File: src/rtl/alu_mdu_pipe.sv
// EX-stage ALU with iterative multiply/divide, all results registered behind a
// valid/ready handshake so the pipeline can stall on multi-cycle operations.
module alu_mdu_pipe #(
    parameter int WIDTH  = 32,
    parameter int CTRL_W = 4
) (
    input  logic              clk,
    input  logic              reset,
    input  logic              in_valid,
    output logic              in_ready,
    input  logic [WIDTH-1:0]  a,
    input  logic [WIDTH-1:0]  b,
    input  logic [CTRL_W-1:0] alucontrol,
    output logic              out_valid,
    input  logic              out_ready,
    output logic [WIDTH-1:0]  result,
    output logic              zero,
    output logic              overflow,
    output logic              div_by_zero
);
    localparam int SH_W = $clog2(WIDTH);

    localparam logic [CTRL_W-1:0] OP_AND   = 4'b0000;
    localparam logic [CTRL_W-1:0] OP_OR    = 4'b0001;
    localparam logic [CTRL_W-1:0] OP_ADD   = 4'b0010;
    localparam logic [CTRL_W-1:0] OP_XOR   = 4'b0011;
    localparam logic [CTRL_W-1:0] OP_SLL   = 4'b0100;
    localparam logic [CTRL_W-1:0] OP_SRL   = 4'b0101;
    localparam logic [CTRL_W-1:0] OP_SUB   = 4'b0110;
    localparam logic [CTRL_W-1:0] OP_SLT   = 4'b0111;
    localparam logic [CTRL_W-1:0] OP_DIVU  = 4'b1010;
    localparam logic [CTRL_W-1:0] OP_REMU  = 4'b1011;

    typedef enum logic {IDLE, BUSY} state_t;

    state_t               state_reg;
    logic [SH_W-1:0]      cnt_reg;
    logic [2*WIDTH-1:0]   acc_reg;
    logic [WIDTH-1:0]     opd_reg;
    logic [1:0]           op_reg;

    logic                 accept;
    logic                 multi;
    logic [WIDTH-1:0]     sum;
    logic [WIDTH-1:0]     diff;
    logic [WIDTH-1:0]     sc_result;
    logic                 sc_ovf;
    logic                 sc_dbz;

    assign in_ready = (state_reg == IDLE) && (!out_valid || out_ready);
    assign accept   = in_valid && in_ready;
    // MUL/MULHU/DIVU/REMU share the 10xx prefix; divide by zero stays single-cycle
    assign multi    = (alucontrol[3:2] == 2'b10) && (b != '0);
    assign sum      = a + b;
    assign diff     = a - b;

    always_comb begin
        sc_result = '0;
        sc_ovf    = 1'b0;
        sc_dbz    = 1'b0;
        case (alucontrol)
            OP_AND: sc_result = a & b;
            OP_OR:  sc_result = a | b;
            OP_XOR: sc_result = a ^ b;
            OP_ADD: begin
                sc_result = sum;
                sc_ovf    = (a[WIDTH-1] == b[WIDTH-1]) && (sum[WIDTH-1] != a[WIDTH-1]);
            end
            OP_SUB: begin
                sc_result = diff;
                sc_ovf    = (a[WIDTH-1] != b[WIDTH-1]) && (diff[WIDTH-1] != a[WIDTH-1]);
            end
            OP_SLT: sc_result = {{(WIDTH-1){1'b0}}, $signed(a) < $signed(b)};
            OP_SLL: sc_result = a << b[SH_W-1:0];
            OP_SRL: sc_result = a >> b[SH_W-1:0];
            OP_DIVU: begin
                sc_result = '1;
                sc_dbz    = 1'b1;
            end
            OP_REMU: begin
                sc_result = a;
                sc_dbz    = 1'b1;
            end
            default: sc_result = '0;
        endcase
    end

    // Multiply: acc = {partial, multiplier}; add multiplicand into the top half, shift right.
    logic [WIDTH:0]       mul_sum;
    logic [2*WIDTH-1:0]   mul_next;
    assign mul_sum  = {1'b0, acc_reg[2*WIDTH-1:WIDTH]} + (acc_reg[0] ? {1'b0, opd_reg} : '0);
    assign mul_next = {mul_sum, acc_reg[WIDTH-1:1]};

    // Divide: acc = {remainder, dividend/quotient}; restoring shift-subtract.
    logic [WIDTH:0]       div_shift;
    logic                 div_ge;
    logic [WIDTH-1:0]     div_rem;
    logic [2*WIDTH-1:0]   div_next;
    assign div_shift = {acc_reg[2*WIDTH-1:WIDTH], acc_reg[WIDTH-1]};
    assign div_ge    = div_shift >= {1'b0, opd_reg};
    assign div_rem   = div_ge ? WIDTH'(div_shift - {1'b0, opd_reg}) : div_shift[WIDTH-1:0];
    assign div_next  = {div_rem, acc_reg[WIDTH-2:0], div_ge};

    logic [2*WIDTH-1:0]   iter_next;
    logic [WIDTH-1:0]     iter_result;
    assign iter_next = op_reg[1] ? div_next : mul_next;

    always_comb begin
        case (op_reg)
            2'b00:   iter_result = mul_next[WIDTH-1:0];
            2'b01:   iter_result = mul_next[2*WIDTH-1:WIDTH];
            2'b10:   iter_result = div_next[WIDTH-1:0];
            default: iter_result = div_next[2*WIDTH-1:WIDTH];
        endcase
    end

    always_ff @(posedge clk) begin
        if (reset) begin
            state_reg   <= IDLE;
            cnt_reg     <= '0;
            acc_reg     <= '0;
            opd_reg     <= '0;
            op_reg      <= '0;
            out_valid   <= 1'b0;
            result      <= '0;
            zero        <= 1'b0;
            overflow    <= 1'b0;
            div_by_zero <= 1'b0;
        end else begin
            if (out_valid && out_ready)
                out_valid <= 1'b0;
            case (state_reg)
                IDLE: begin
                    if (accept) begin
                        if (multi) begin
                            state_reg <= BUSY;
                            cnt_reg   <= SH_W'(WIDTH - 1);
                            op_reg    <= alucontrol[1:0];
                            if (alucontrol[1]) begin
                                acc_reg <= {{WIDTH{1'b0}}, a};
                                opd_reg <= b;
                            end else begin
                                acc_reg <= {{WIDTH{1'b0}}, b};
                                opd_reg <= a;
                            end
                        end else begin
                            out_valid   <= 1'b1;
                            result      <= sc_result;
                            zero        <= (sc_result == '0);
                            overflow    <= sc_ovf;
                            div_by_zero <= sc_dbz;
                        end
                    end
                end
                BUSY: begin
                    acc_reg <= iter_next;
                    cnt_reg <= cnt_reg - 1'b1;
                    if (cnt_reg == '0) begin
                        state_reg   <= IDLE;
                        out_valid   <= 1'b1;
                        result      <= iter_result;
                        zero        <= (iter_result == '0);
                        overflow    <= 1'b0;
                        div_by_zero <= 1'b0;
                    end
                end
                default: state_reg <= IDLE;
            endcase
        end
    end
endmodule

File: config.mk
export PLATFORM = sky130hd
export DESIGN_NAME = alu_mdu_pipe
export DESIGN_NICKNAME = d
export VERILOG_FILES = /design/src/rtl/alu_mdu_pipe.sv
export SDC_FILE = /design/constraint.sdc
export NUM_CORES = 1
export LEC_CHECK = 0
export CAP_MARGIN = 10
export CORE_ASPECT_RATIO = 1.1
export CORE_MARGIN = 2
export CORE_UTILIZATION = 45
export CTS_CLUSTER_DIAMETER = 30
export DETAILED_ROUTE_END_ITERATION = 8
export MAX_ROUTING_LAYER = met4
export PLACE_DENSITY = 0.61
export SLEW_MARGIN = 5
export SYNTH_ARGS = -nofsm -noshare
export SYNTH_HDL_FRONTEND = slang
export SYNTH_SLANG_ARGS = --single-unit
export TNS_END_PERCENT = 50
File: constraint.sdc
create_clock -name clk -period 16 [get_ports clk]
set_input_delay 4 -clock clk [delete_from_list [all_inputs] [get_ports clk]]
set_output_delay 4 -clock clk [all_outputs]
set_load 0.01 [all_outputs]
==> metrics, run 1 <==
slowest stage delay, CP 0.54 ns; # DRC 0; crit-path cells clkdlybuf4s50_1 > nand2b_1 > and2_1 > clkdlybuf4s50_1; nets@finish 3128; path category of the worst min-delay check reg -> reg; setup_tns 0 ns; Pre-antenna DRT Iters 8; switching share of power 43.6%; die area 49800 µm²; Gate power share 47.0%; Tcrit/Tclk final 57.8%; number of synthesized register bits 140; final core occ 49.1%; total track usage 43.2%; sequential share of the synthesized area 13.0%; FFs w/ async S/R, synth 0%; Die Y 234 µm; dpl ws 6.76 ns; worst endpoint data arrival time 5.25 ns; Mapped Nets 3205; outcome finished, final reports clean; Tot Pwr 1530 µW; Routed Antenna Nets 0; Yosys top cell area share 13.0%; initial core utilization 45.4%; CTS tree built; Core Rows 84; Clock Latency Late Sink 0.45 ns; Final WS setup 6.75 ns; VDD IR max 58.6 µV; CTS root buf clkbuf_16; Vias 24.8k; CTS sink cnt 140; max reg flops 64; Mapped Cells 2963; fill cell count 4875; postcts setup bufs 0; Top cell by count, worst path clkdlybuf4s50_1; Internal 861 µW; fmax 108 MHz; Clock transition at path regs 0.07 ns; Synth area leader dfxtp_1; crit end category output port; NetSw 667 µW; Synth Flop Type dfxtp_1; cells resized by post-CTS repair 0; max cap viols 0; I/O Buffers 108; critical path data required time 12.00 ns; layout cells sized above 1 7.80%; CP Max Fanout 3; largest net degree at the start of global routing 85; first-pass GRT wire length 155 mm; Post-synth EDFFs 0; crit path time final 9.25 ns; YS warnings 0; global route overflow 0; total core area 47600 µm²; hpwl dp 82.7 mm; measured slew at the worst slew-check pin 1.33 ns; Mapped Area 21600 µm²; CTS Buffer Depth 2; Routed WL 107 mm; CP Class in -> out; ANT cells 0; PwrDens 65.3 nW/µm²; Flop pwr share 25.5%; I/O pin cnt 109; htree depth 4; final max-slew violation count 0; Syn-to-layout area delta 8.26%; Worst Skew 0.0133 ns; Worst setup SP type primary input; Post-CTS Hold Fix Bufs 0; clock buffer count from CTS 17; Clk pwr share 27.6%; Netlist cell types 99; DR WL/cell 30.2 µm; final setup fails 0; most frequent cells in the layout nor2_1 (324), a21oi_1 (249), nand2_1 (237); number of hold violations in the final report 0; Die Span X 213 µm; number of global-route vias before repair 23.2k; Iteration-0 DRC Markers 3310; Leakage 0.00952 µW; Mean Syn Cell Area 7.29 µm²; commonest non-fill, non-tap cell in the layout nor2_1; slew margin rel. 10.7%; GPL Wtd Cong 1.05; Via-to-Cell Ratio 7.00; RSZ-0062 raised after global routing no; slowest CP cell clkdlybuf4s50_1; Min Hold Slack 0.502 ns; initial antenna violation count 1; ranking of synthesized cells by area dfxtp_1 (13%), ha_1 (9.6%), mux2i_1 (6.4%), a21oi_1 (5.8%), nor2_1 (5.7%)
==> through the flow <==
step / instance area [µm²] / cells
6_report: 23400 / 3543
5_1_grt: 23400 / 3543
4_1_cts: 23400 / 3543
3_5_place_dp: 22800 / 3512
3_3_place_gp: 22800 / 3512
2_1_floorplan: 21600 / 2963
==> cell families (layout without fill, tap and decap cells) <==
family | count (synthesis) | count (layout) | share of synthesized area, %
compound gates | 981 | 981 | 31.3
xor+xnor | 61 | 61 | 2.47
fa+ha+maj | 170 | 170 | 9.98
buf+inv | 407 | 342 | 7.70
flops | 140 | 140 | 13.0
mux | 231 | 231 | 13.8
simple gates | 973 | 973 | 21.7
==> routing by layer <==
metal	track usage [%]	vias to the layer above	wire length, µm
met1	51.8	11948	41400
met5	-	-	0
met3	6.04	352	9200
met4	27.3	0	8080
met2	68.1	1549	48300
li1	-	10966	-
==> synth_stat cells, types with 9 or more instances <==
master	number
o221ai_1	18
o211a_1	11
buf_1	23
a311oi_1	15
a31oi_1	35
o211ai_1	37
nand4_1	30
nor3_1	56
nor2b_1	29
xor2_1	27
and2_1	58
and3_1	31
nand2b_1	29
mux4_1	9
nor2_1	326
nand2_1	237
mux4_2	37
inv_1	156
ha_1	166
buf_2	41
xnor2_1	34
a21o_1	44
or2_2	17
o22ai_1	36
o2111ai_1	17
a21oi_1	249
a221o_1	10
nand3_1	61
a211o_1	13
mux2_2	45
clkbuf_1	172
nor4_1	25
o21a_1	25
mux2i_1	139
o31ai_1	18
dfxtp_1	140
a32oi_1	12
o21ai_0	123
or3_1	20
a211oi_1	83
o21bai_1	15
a22oi_1	49
a221oi_1	50
==> power groups by stage <==
stage	Sequential (µW)	Clock [µW]	Combinational [µW]
finish	389	421	717
global route	390	435	754
CTS	388	421	692
detailed placement	396	0	688
global placement	396	0	684
floorplan	386	0	452
==> cell type report <==
type	count	area, µm²	area share (%)
inverter	159	597	2.55
clock inverter	11	129	0.551
tap	645	807	3.45
multi-input combinational	2416	17200	73.5
timing repair buffer	152	1390	5.93
sequential	140	2810	12.0
clock buffer	20	478	2.04
==> path summary, 6_finish.rpt <==
path,start,slack [ns],depth (start not counted),end
max,out_ready,6.75,4,in_ready
min,result[4],0.50,2,result[4]
max reg2reg,acc_reg[0],10.45,16,zero
min reg2reg,result[4],0.50,2,result[4]
==> worst max-delay path: cells and delay by family <==
family,cells,cell delay (ns)
buffers and inverters,2,0.99
AND/OR/NAND/NOR,2,0.26
No activity file was read; power rests on OpenSTA's default activity.
==> run 2, diff against run 1 <==
- clock period: 16 -> 9.2 ns (I/O delays scaled with it)
==> run 2 against run 1 <==
  * Wire length increased by 4.4%
  * Clock power increased by 76%
  * Die area unchanged
  * Critical endpoint is now zero
  * Sequential share of layout area decreased by 0.11 points
==> metrics, run 2 (synthesis results as in run 1) <==
CTS Buffer Depth 2 (unchanged); Clock Latency Late Sink 0.45 ns (about the same); Pre-antenna DRT Iters 7 (-1); clock buffer count from CTS 17 (unchanged); slew margin rel. 13.9% (+3.2 points); slowest stage delay, CP 0.99 ns (+0.45 ns); Syn-to-layout area delta 9.29%; postcts setup bufs 0 (unchanged); Final WS setup 1.78 ns (-4.96 ns); fmax 135 MHz; nets@finish 3152 (+0.77%); I/O pin cnt 109 (unchanged); RSZ-0062 raised after global routing no; total track usage 45.1% (+1.9 points); layout cells sized above 1 8.62% (+0.82 points); Via-to-Cell Ratio 7.07 (+0.96%); Clock transition at path regs 0.07 ns (about the same); crit-path cells clkdlybuf4s50_1 > inv_1 > ha_1 > nor4_2 > a211oi_1 > a211oi_1 > nor3_1 > a21oi_1 > and3_1 > o22ai_1 > o311ai_0 > nor4bb_1 > a32oi_1 > nand2_1; crit path time final 7.42 ns; total core area 47600 µm² (unchanged); dpl ws 1.66 ns (-5.10 ns); Top cell by count, worst path a211oi_1; initial core utilization 45.4% (unchanged); Routed Antenna Nets 0 (unchanged); Die Y 234 µm (unchanged); Worst Skew 0.0142 ns (+0.000907 ns); crit end category flip-flop; wire length on met1 42.9 mm (+3.7%); measured slew at the worst slew-check pin 1.26 ns (-0.0690 ns); commonest non-fill, non-tap cell in the layout nor2_1; CTS sink cnt 140 (unchanged); GPL Wtd Cong 1.13 (+7.7%); Core Rows 84 (unchanged); number of hold violations in the final report 0 (unchanged); Routed WL 112 mm (+4.4%); DR WL/cell 31.3 µm (+3.6%); top layer reached by signal wires met4; critical path data required time 9.54 ns (-2.46 ns); VDD IR max 97.8 µV (+67%); setup_tns 0 ns (unchanged); global route overflow 0 (unchanged); Tcrit/Tclk final 80.6%; slowest CP cell o311ai_0; Iteration-0 DRC Markers 3497 (+5.6%); die area 49800 µm² (unchanged); most frequent cells in the layout nor2_1 (324), a21oi_1 (249), nand2_1 (237); CP Class in -> reg; Detail Route met2 WL 50.2 mm (+4.0%); final max-slew violation count 0 (unchanged); Worst setup SP type primary input; worst endpoint data arrival time 7.75 ns (+2.50 ns); Vias 25.2k (+1.7%); CTS root buf clkbuf_16; PwrDens 114 nW/µm² (+74%); largest net degree at the start of global routing 87 (+2.4%); I/O Buffers 108 (unchanged); cells resized by post-CTS repair 0 (unchanged); Leakage 0.00965 µW (+1.4%); final setup fails 0 (unchanged); CP Max Fanout 16 (+13); # DRC 0 (unchanged); number of global-route vias before repair 23.5k (+1.3%); max cap viols 0 (unchanged); first-pass GRT wire length 161 mm (+3.8%); Post-CTS Hold Fix Bufs 0 (unchanged); outcome finished, final reports clean; hpwl dp 85.9 mm (+3.9%); path category of the worst min-delay check reg -> reg; htree depth 4 (unchanged); Die Span X 213 µm (unchanged); initial antenna violation count 2 (+1); CTS tree built; WL met3 9.93 mm (+7.9%); max reg flops 64 (unchanged)
## run 2: changes by cell type in the layout (fill, tap and decap cells not counted), sizes merged
cell / previous run / this run
buf: 51 / 77
clkbuf: 20 / 18
clkdlybuf4s50: 101 / 99
clkinv: 4 / 6
diode: 0 / 2
bufinv: 2 / 3
## run 2: routing by layer
layer	track usage, %	vias to the layer above
li1	-	11022
met1	54.3	12095
met2	70.7	1745
met3	6.59	382
met4	28.6	0
met5	-	-
## run 2: through the flow
step	power (µW)	hold slack, ns	std cells	instance area [µm²]	util (%)
2_1_floorplan	1460	0.465	2963	21600	-
3_3_place_gp	1890	0.478	3536	23000	48.3
3_5_place_dp	1900	0.481	3536	23000	48.3
4_1_cts	2630	0.498	3568	23600	49.6
5_1_grt	2770	0.527	3570	23600	49.6
6_report	2690	0.504	3570	23600	49.6
## run 2: layout make-up
class                      count  area, µm²
antenna                        2       5.00
clock buffer                  18        429
clock inverter                14        188
fill                        4694      24000
inverter                     159        597
multi-input combinational   2416      17200
sequential                   140       2810
tap                          645        807
timing repair buffer         176       1590
## run 2: worst paths after layout
check | endpoint | depth (start not counted) | startpoint | slack, ns
worst max-delay path | zero | 14 | a[11] | 1.78
worst min-delay path | div_by_zero | 2 | div_by_zero | 0.50
worst max register to register | zero | 15 | acc_reg[0] | 3.51
worst min register to register | div_by_zero | 2 | div_by_zero | 0.50
## run 2: report_power, final
group	switching, µW	internal (µW)	leakage [µW]
combinational	835	435	0.00822
sequential	39.2	636	0.00114
clock	307	433	0.000296
## run 2: worst max-delay path: cells and delay by family
kind / cells / cell delay (ns)
compound gates: 6 / 2.60
simple gates: 5 / 1.38
buf+inv: 2 / 0.93
fa+ha+maj: 1 / 0.52
